## src/rtl/conv_pkg.sv

```systemverilog
// Shared types and helpers for the conv output-side blocks.
package conv_pkg;

  localparam int PIX_W  = 8;
  localparam int CONV_W = 16;

  // One FIFO entry: markers above the pixel byte.
  typedef struct packed {
    logic             eof;
    logic             eol;
    logic             sof;
    logic [PIX_W-1:0] data;
  } sink_entry_t;

  typedef enum logic {
    SINK_IDLE,
    SINK_ACTIVE
  } sink_state_t;

  // Clamp a non-negative 15-bit value into an 8-bit pixel.
  function automatic logic [PIX_W-1:0] sat_u8(input logic [CONV_W-2:0] s);
    return (s > (CONV_W-1)'(255)) ? {PIX_W{1'b1}} : s[PIX_W-1:0];
  endfunction

endpackage

```

## src/rtl/conv_result_sink_if.sv

```systemverilog
// Pixel stream toward the frame writer: valid/ready plus frame markers.
interface conv_result_sink_if;
  import conv_pkg::*;

  logic [PIX_W-1:0] out_data;
  logic             out_valid;
  logic             out_ready;
  logic             out_sof;
  logic             out_eol;
  logic             out_eof;

  modport master (
    output out_data, out_valid, out_sof, out_eol, out_eof,
    input  out_ready
  );

  modport slave (
    input  out_data, out_valid, out_sof, out_eol, out_eof,
    output out_ready
  );

endinterface

```

## src/rtl/sync_fifo_fwft.sv

```systemverilog
// First-word fall-through synchronous FIFO; head is visible on rdata while not empty.
module sync_fifo_fwft #(
  parameter int WIDTH = 11,
  parameter int DEPTH = 16
) (
  input  logic                     clk,
  input  logic                     rst_n,
  input  logic                     clr,
  input  logic                     push,
  input  logic [WIDTH-1:0]         wdata,
  input  logic                     pop,
  output logic [WIDTH-1:0]         rdata,
  output logic                     full,
  output logic                     empty,
  output logic [$clog2(DEPTH):0]   count
);
  localparam int AW = $clog2(DEPTH);

  logic [WIDTH-1:0] mem_q [DEPTH];
  logic [AW:0]      wr_q, rd_q;
  logic             do_push, do_pop;

  // The extra top pointer bit separates the full and empty cases when indices match.
  assign empty   = (wr_q == rd_q);
  assign full    = (wr_q[AW] != rd_q[AW]) && (wr_q[AW-1:0] == rd_q[AW-1:0]);
  assign count   = wr_q - rd_q;
  assign do_pop  = pop && !empty;
  assign do_push = push && (!full || do_pop);
  assign rdata   = mem_q[rd_q[AW-1:0]];

  // Pointer update; clear empties the FIFO regardless of traffic.
  always_ff @(posedge clk or negedge rst_n) begin
    if (!rst_n) begin
      wr_q <= '0;
      rd_q <= '0;
    end else if (clr) begin
      wr_q <= '0;
      rd_q <= '0;
    end else begin
      if (do_push) wr_q <= wr_q + 1'b1;
      if (do_pop)  rd_q <= rd_q + 1'b1;
    end
  end

  // Storage write; contents need no reset since pointers gate visibility.
  always_ff @(posedge clk) begin
    if (do_push) mem_q[wr_q[AW-1:0]] <= wdata;
  end

endmodule

```

## src/rtl/conv_result_sink.sv

```systemverilog
// Consumes the raw conv output stream, drops border columns, post-processes
// to 8-bit pixels and queues them with frame markers for the frame writer.
module conv_result_sink
  import conv_pkg::*;
#(
  parameter int LINE_W     = 480,
  parameter int LINES      = 478,
  parameter int DROP_COLS  = 2,
  parameter int FIFO_DEPTH = 16
) (
  input  logic               clk,
  input  logic               rst_n,
  input  logic               clr,
  input  logic [CONV_W-1:0]  data_in,
  input  logic               data_in_en,
  input  logic               relu_en,
  input  logic [3:0]         shift,
  conv_result_sink_if.master out_if,
  output logic               overflow,
  output logic               neg_seen,
  output logic               frame_done
);
  localparam int COL_W   = (LINE_W > 1) ? $clog2(LINE_W) : 1;
  localparam int ROW_W   = (LINES > 1) ? $clog2(LINES) : 1;
  localparam int CNT_W   = $clog2(FIFO_DEPTH) + 1;
  localparam int ENTRY_W = $bits(sink_entry_t);

  sink_state_t       state_q, state_d;
  logic [COL_W-1:0]  col_q, col_d, col_cur;
  logic [ROW_W-1:0]  row_q, row_d, row_cur;
  logic              last_col, last_row, keep, mark_sof, mark_eof;
  logic [CONV_W-2:0] relu_val, shifted;
  sink_entry_t       entry_new;
  logic              stage_valid_q;
  sink_entry_t       stage_entry_q;
  logic              fifo_push, fifo_pop, fifo_full, fifo_empty;
  logic [CNT_W-1:0]  fifo_count;
  logic [ENTRY_W-1:0] fifo_rdata;
  sink_entry_t       fifo_head;
  logic              overflow_q, neg_seen_q, frame_done_q;

  // While idle the position is frame start, so the first sample is col 0, row 0.
  assign col_cur  = (state_q == SINK_IDLE) ? '0 : col_q;
  assign row_cur  = (state_q == SINK_IDLE) ? '0 : row_q;
  assign last_col = (col_cur == COL_W'(LINE_W - 1));
  assign last_row = (row_cur == ROW_W'(LINES - 1));
  assign keep     = (col_cur >= COL_W'(DROP_COLS));
  assign mark_sof = (row_cur == '0) && (col_cur == COL_W'(DROP_COLS));
  assign mark_eof = last_col && last_row;

  // Negative samples clip to zero whatever relu_en says; relu_en only affects neg_seen.
  assign relu_val  = data_in[CONV_W-1] ? '0 : data_in[CONV_W-2:0];
  assign shifted   = relu_val >> shift;
  assign entry_new = '{eof: mark_eof, eol: last_col, sof: mark_sof, data: sat_u8(shifted)};

  // Position counters and FSM next state; counters advance only on accepted samples.
  always_comb begin
    state_d = state_q;
    col_d   = col_cur;
    row_d   = row_cur;
    if (data_in_en) begin
      if (last_col) begin
        col_d = '0;
        row_d = last_row ? '0 : row_cur + 1'b1;
      end else begin
        col_d = col_cur + 1'b1;
      end
      state_d = mark_eof ? SINK_IDLE : SINK_ACTIVE;
    end
  end

  // State and position registers.
  always_ff @(posedge clk or negedge rst_n) begin
    if (!rst_n) begin
      state_q <= SINK_IDLE;
      col_q   <= '0;
      row_q   <= '0;
    end else if (clr) begin
      state_q <= SINK_IDLE;
      col_q   <= '0;
      row_q   <= '0;
    end else begin
      state_q <= state_d;
      col_q   <= col_d;
      row_q   <= row_d;
    end
  end

  // Registered post-process stage feeding the FIFO write port.
  always_ff @(posedge clk or negedge rst_n) begin
    if (!rst_n) begin
      stage_valid_q <= 1'b0;
      stage_entry_q <= '0;
    end else if (clr) begin
      stage_valid_q <= 1'b0;
      stage_entry_q <= '0;
    end else begin
      stage_valid_q <= data_in_en && keep;
      if (data_in_en && keep) stage_entry_q <= entry_new;
    end
  end

  assign fifo_push = stage_valid_q;
  assign fifo_pop  = !fifo_empty && out_if.out_ready;

  sync_fifo_fwft #(
    .WIDTH (ENTRY_W),
    .DEPTH (FIFO_DEPTH)
  ) u_fifo (
    .clk   (clk),
    .rst_n (rst_n),
    .clr   (clr),
    .push  (fifo_push),
    .wdata (stage_entry_q),
    .pop   (fifo_pop),
    .rdata (fifo_rdata),
    .full  (fifo_full),
    .empty (fifo_empty),
    .count (fifo_count)
  );

  assign fifo_head = fifo_rdata;

  // Sticky status and EOF pulse; clear takes priority over any set.
  always_ff @(posedge clk or negedge rst_n) begin
    if (!rst_n) begin
      overflow_q   <= 1'b0;
      neg_seen_q   <= 1'b0;
      frame_done_q <= 1'b0;
    end else if (clr) begin
      overflow_q   <= 1'b0;
      neg_seen_q   <= 1'b0;
      frame_done_q <= 1'b0;
    end else begin
      if (fifo_push && fifo_full && !fifo_pop) overflow_q <= 1'b1;
      if (data_in_en && data_in[CONV_W-1] && !relu_en) neg_seen_q <= 1'b1;
      frame_done_q <= fifo_pop && fifo_head.eof;
    end
  end

  // Occupancy can never exceed the configured depth.
  assert property (@(posedge clk) disable iff (!rst_n) fifo_count <= CNT_W'(FIFO_DEPTH));

  assign out_if.out_valid = !fifo_empty;
  assign out_if.out_data  = fifo_empty ? '0 : fifo_head.data;
  assign out_if.out_sof   = !fifo_empty && fifo_head.sof;
  assign out_if.out_eol   = !fifo_empty && fifo_head.eol;
  assign out_if.out_eof   = !fifo_empty && fifo_head.eof;
  assign overflow         = overflow_q;
  assign neg_seen         = neg_seen_q;
  assign frame_done       = frame_done_q;

endmodule

```

## src/flat_wrapper.sv

```systemverilog
// flat-port wrapper written by rule: the top's interface ports become plain ports
module conv_result_sink_flat import conv_pkg::*;
#(
  parameter int LINE_W     = 480,
  parameter int LINES      = 478,
  parameter int DROP_COLS  = 2,
  parameter int FIFO_DEPTH = 16
)
  (clk, rst_n, clr, data_in, data_in_en, relu_en, shift, overflow, neg_seen, frame_done, out_if_out_data, out_if_out_valid, out_if_out_sof, out_if_out_eol, out_if_out_eof, out_if_out_ready);
  conv_result_sink_if out_if_i ();
  input  logic clk;
  input  logic rst_n;
  input  logic clr;
  input  logic [CONV_W-1:0] data_in;
  input  logic data_in_en;
  input  logic relu_en;
  input  logic [3:0] shift;
  output logic overflow;
  output logic neg_seen;
  output logic frame_done;
  output wire logic [$bits(out_if_i.out_data)-1:0] out_if_out_data;
  output wire logic [$bits(out_if_i.out_valid)-1:0] out_if_out_valid;
  output wire logic [$bits(out_if_i.out_sof)-1:0] out_if_out_sof;
  output wire logic [$bits(out_if_i.out_eol)-1:0] out_if_out_eol;
  output wire logic [$bits(out_if_i.out_eof)-1:0] out_if_out_eof;
  input wire logic [$bits(out_if_i.out_ready)-1:0] out_if_out_ready;
  assign out_if_out_data = out_if_i.out_data;
  assign out_if_out_valid = out_if_i.out_valid;
  assign out_if_out_sof = out_if_i.out_sof;
  assign out_if_out_eol = out_if_i.out_eol;
  assign out_if_out_eof = out_if_i.out_eof;
  assign out_if_i.out_ready = out_if_out_ready;
  conv_result_sink #(.LINE_W(LINE_W), .LINES(LINES), .DROP_COLS(DROP_COLS), .FIFO_DEPTH(FIFO_DEPTH)) u_core (.clk(clk), .rst_n(rst_n), .clr(clr), .data_in(data_in), .data_in_en(data_in_en), .relu_en(relu_en), .shift(shift), .out_if(out_if_i), .overflow(overflow), .neg_seen(neg_seen), .frame_done(frame_done));
endmodule
```

## config.mk

```make
export PLATFORM = sky130hd
export DESIGN_NAME = conv_result_sink_flat
export DESIGN_NICKNAME = d
export VERILOG_FILES = /design/src/rtl/conv_pkg.sv /design/src/rtl/conv_result_sink_if.sv /design/src/rtl/sync_fifo_fwft.sv /design/src/rtl/conv_result_sink.sv /design/src/flat_wrapper.sv
export SDC_FILE = /design/constraint.sdc
export NUM_CORES = 1
export LEC_CHECK = 0
export ABC_CLOCK_PERIOD_IN_PS = 6100
export CORE_MARGIN = 5
export CORE_UTILIZATION = 32
export DETAILED_ROUTE_END_ITERATION = 10
export GPL_TIMING_DRIVEN = 0
export PLACE_DENSITY_LB_ADDON = 0.15
export SLEW_MARGIN = 20
export SYNTH_ARGS = -nofsm -noshare
export SYNTH_HDL_FRONTEND = slang
export SYNTH_SLANG_ARGS = --single-unit
```

## constraint.sdc

```tcl
create_clock -name clk -period 6.1 [get_ports clk]
set_input_delay 0.61 -clock clk [delete_from_list [all_inputs] [get_ports clk]]
set_output_delay 0.61 -clock clk [all_outputs]
set_load 0.005 [all_outputs]
```

==> key figures <==
Floorplanning
  – Die area: 34,200 um2
  – Area of the core: 30,400 um2
  – Die Span X: 185 um
  – Row count: 64
  – Num ports: 41
  – Initial Util: 0.322
  – Die height: 185 um

Synthesis
  – Syn nets: 663
  – Mux cell area share after synthesis: 0.157
  – Cell taking the most area after synthesis: edfxtp_1
  – Most frequent cell after synthesis: edfxtp_1
  – Yosys cell types: 53
  – Synth Area in Simple Gates: 0.0958
  – YS warnings: 0
  – Avg Cell Area, Syn: 15.6 um2
  – Synth cell count leaders: 176 x edfxtp_1, 63 x nor2_1, 59 x mux4_2, 44 x dfrtp_1, 41 x nand2_1
  – Synth Area in Adders: 0.0128
  – Post-Synth XOR/XNOR Area: 0.0224
  – Largest family of logic cells by synthesized area: multiplexers
  – Register area share after synthesis: 0.652
  – Area share of the largest cell type after synthesis: 0.540
  – Main area contributors after synthesis: edfxtp_1 54%, mux4_2 14%, dfrtp_1 11%
  – #FFs+latches synth: 220
  – Synth Flop Type: edfxtp_1
  – Synthesized area: 9790 um2
  – Number of synthesized flops with an enable pin: 176
  – Synth async-reset ratio: 0.200
  – Post-synthesis compound-gate area fraction: 0.0355
  – Mapped Cells: 627

Detailed routing
  – Vias/cell: 5.11
  – Pre-antenna DRT Iters: 4
  – Wire length per cell: 20.5 um
  – Antenna Nets Post-Route: 0
  – Via count: 5,668
  – Initial DRC Count: 318
  – Detailed-route wire length: 22,800 um
  – DRC: 0

Critical path
  – Worst EP arrival: 3.36 ns
  – CP max FO: 10
  – WS Path Type: flop to output pin
  – Startpoint types: flop
  – Req. time, crit path: 5.49 ns
  – CP Capture Type: output pin

STA
  – Slew Viols, Final: 0
  – Worst clock skew: 0.0217 ns
  – TNS Setup: 0 ns
  – Minimum clock period: 3.97 ns
  – F_max: 252 MHz
  – Setup violators final: 0
  – Tcrit/Tclk final: 0.651
  – Worst-margin pin slew: 0.956 ns
  – Slew headroom: 0.363
  – RSZ-0062 raised after global routing: no
  – Final Hold Vio Count: 0

Global routing
  – GRT Total Usage: 0.135
  – First-pass GRT wire length: 35,500 um
  – Antenna violations before repair: 0
  – Gr ovfl total: 0
  – Vias in the first global route: 5,967
  – Largest net degree at the start of global routing: 24

CTS
  – Clk_lat worst skew: 0.53 ns
  – Htree depth: 1
  – Clk sink count: 220
  – PostCTS Resize Cnt: 0
  – Post-CTS Setup Repair Bufs: 0
  – Clock buffer depth: 3
  – Root Driver: clkbuf_16
  – Cts bufs inserted: 24
  – CTS Hold Bufs: 0
  – CTS tree: built
  – Clk slew on worst S/H paths: 0.06 ns

Finish
  – # nets final: 732
  – Final Non-Filler Cells: 1,110
  – Layout Utilization: 0.384
  – Post-route cell area: 11,700 um2
  – Share of cells above drive strength 1: 0.211
  – Area Overhead vs Synth: 19.4%
  – N_diodes: 0
  – Fill count: 2,824

Run
  – Max_cap viols: 0

Power
  – Overall Power: 3.39 mW
  – Cell Pwr Density: 290 nW/um2
  – Peak VDD IR: 180 uV
  – LEAKAGE: 4.01 nW

Place
  – Final RePlAce weighted congestion: 0.827
  – Placed cells: 1,066
  – Post-detail-place hpwl: 15,900 um
  – Post-Place Cell Area: 10,800 um2
  – IO Port Bufs: 38

Min path
  – Hold crit path type: input pin to asynchronous set/reset pin

Status
  – Outcome: completed
## power breakdown
part	internal (mW)	switching, mW	total [mW]
clock network	1.06	0.607	1.67
logic	0.0475	0.0606	0.108
registers	1.61	0.00270	1.61
total	2.72	0.671	3.39
## path summary, 6_finish.rpt
path / startpoint / end / slack, ns / cells past startpoint
setup / recovery: u_core.u_fifo.rd_q[1]$_DFFE_PN0P_ / out_if_out_eol / 2.13 / 6
min in group clk: u_core.neg_seen$_DFFE_PN0P_ / u_core.neg_seen$_DFFE_PN0P_ / 0.52 / 2
max in group asynchronous: rst_n / u_core.stage_entry_q[1]$_DFFE_PN0P_ / 5.49 / 2
hold reg to reg: u_core.neg_seen$_DFFE_PN0P_ / u_core.neg_seen$_DFFE_PN0P_ / 0.52 / 2
hold / removal: rst_n / u_core.row_q[4]$_DFF_PN0_ / 0.09 / 1
setup reg to reg: u_core.state_q$_DFFE_PN0P_ / u_core.row_q[8]$_DFF_PN0_ / 3.18 / 9
## cells by family (layout without fill, tap and decap cells)
| logic type | after synthesis | in the layout |
|---|---|---|
| XOR/XNOR | 25 | 25 |
| multiplexers | 79 | 79 |
| flip-flops | 220 | 220 |
| AND/OR/NAND/NOR | 193 | 193 |
| adder cells (fa/ha/maj) | 10 | 10 |
| buffers and inverters | 48 | 135 |
| AO/OA/AOI/OAI | 52 | 52 |
## flip-flops by register name, summed over array words and instances, names as in the netlist
| register | count |
|---|---|
| u_core.col_q | 9 |
| u_core.fifo_push | 1 |
| u_core.frame_done | 1 |
| u_core.neg_seen | 1 |
| u_core.overflow | 1 |
| u_core.row_q | 9 |
| u_core.stage_entry_q | 11 |
| u_core.state_q | 1 |
| u_core.u_fifo.mem_q | 176 |
| u_core.u_fifo.rd_q | 5 |
| u_core.u_fifo.wr_q | 5 |
## critical path, stage by stage, from the launching register on
cell             delay, ns
dfrtp_1               0.40
buf_2                 0.30
buf_1                 0.55
mux4_2                0.43
mux4_2                0.47
and2_1                0.22
clkdlybuf4s50_1       0.48
## through the flow
stage,hold slack [ns],setup WS (ns)
2_1_floorplan,0.314,3.63
3_3_place_gp,0.503,2.14
3_5_place_dp,0.504,2.62
4_1_cts,0.0853,2.06
5_1_grt,0.111,1.98
6_report,0.0874,2.13
## placed cells by master, fill, tap and decap left out, types with 15 or more instances in the layout
master,Yosys,routed
nor3_1,19,15
nor2_1,63,52
clkdlybuf4s50_1,0,37
nand2_1,41,41
mux4_2,59,59
edfxtp_1,176,176
dfrtp_1,44,44
clkbuf_16,0,24
xor2_1,17,17
## metal layers
metal,up-vias,GRT usage,wire length (um)
met1,2931,0.184,10200
met3,35,0.0192,937
met4,0,0.0370,536
met2,136,0.228,11200
met5,-,0,0
li1,2566,-,-
## final cells by class
type	count	area, um2	area share
flip-flops and latches	220	6390	0.546
multi-input cells	359	3220	0.275
clock buffers	24	601	0.0514
well taps	396	495	0.0424
repair buffers	43	433	0.0370
clock inverters	20	322	0.0275
plain buffers	34	185	0.0158
inverters	14	52.6	0.00450
(Power assumes the default switching activity.)
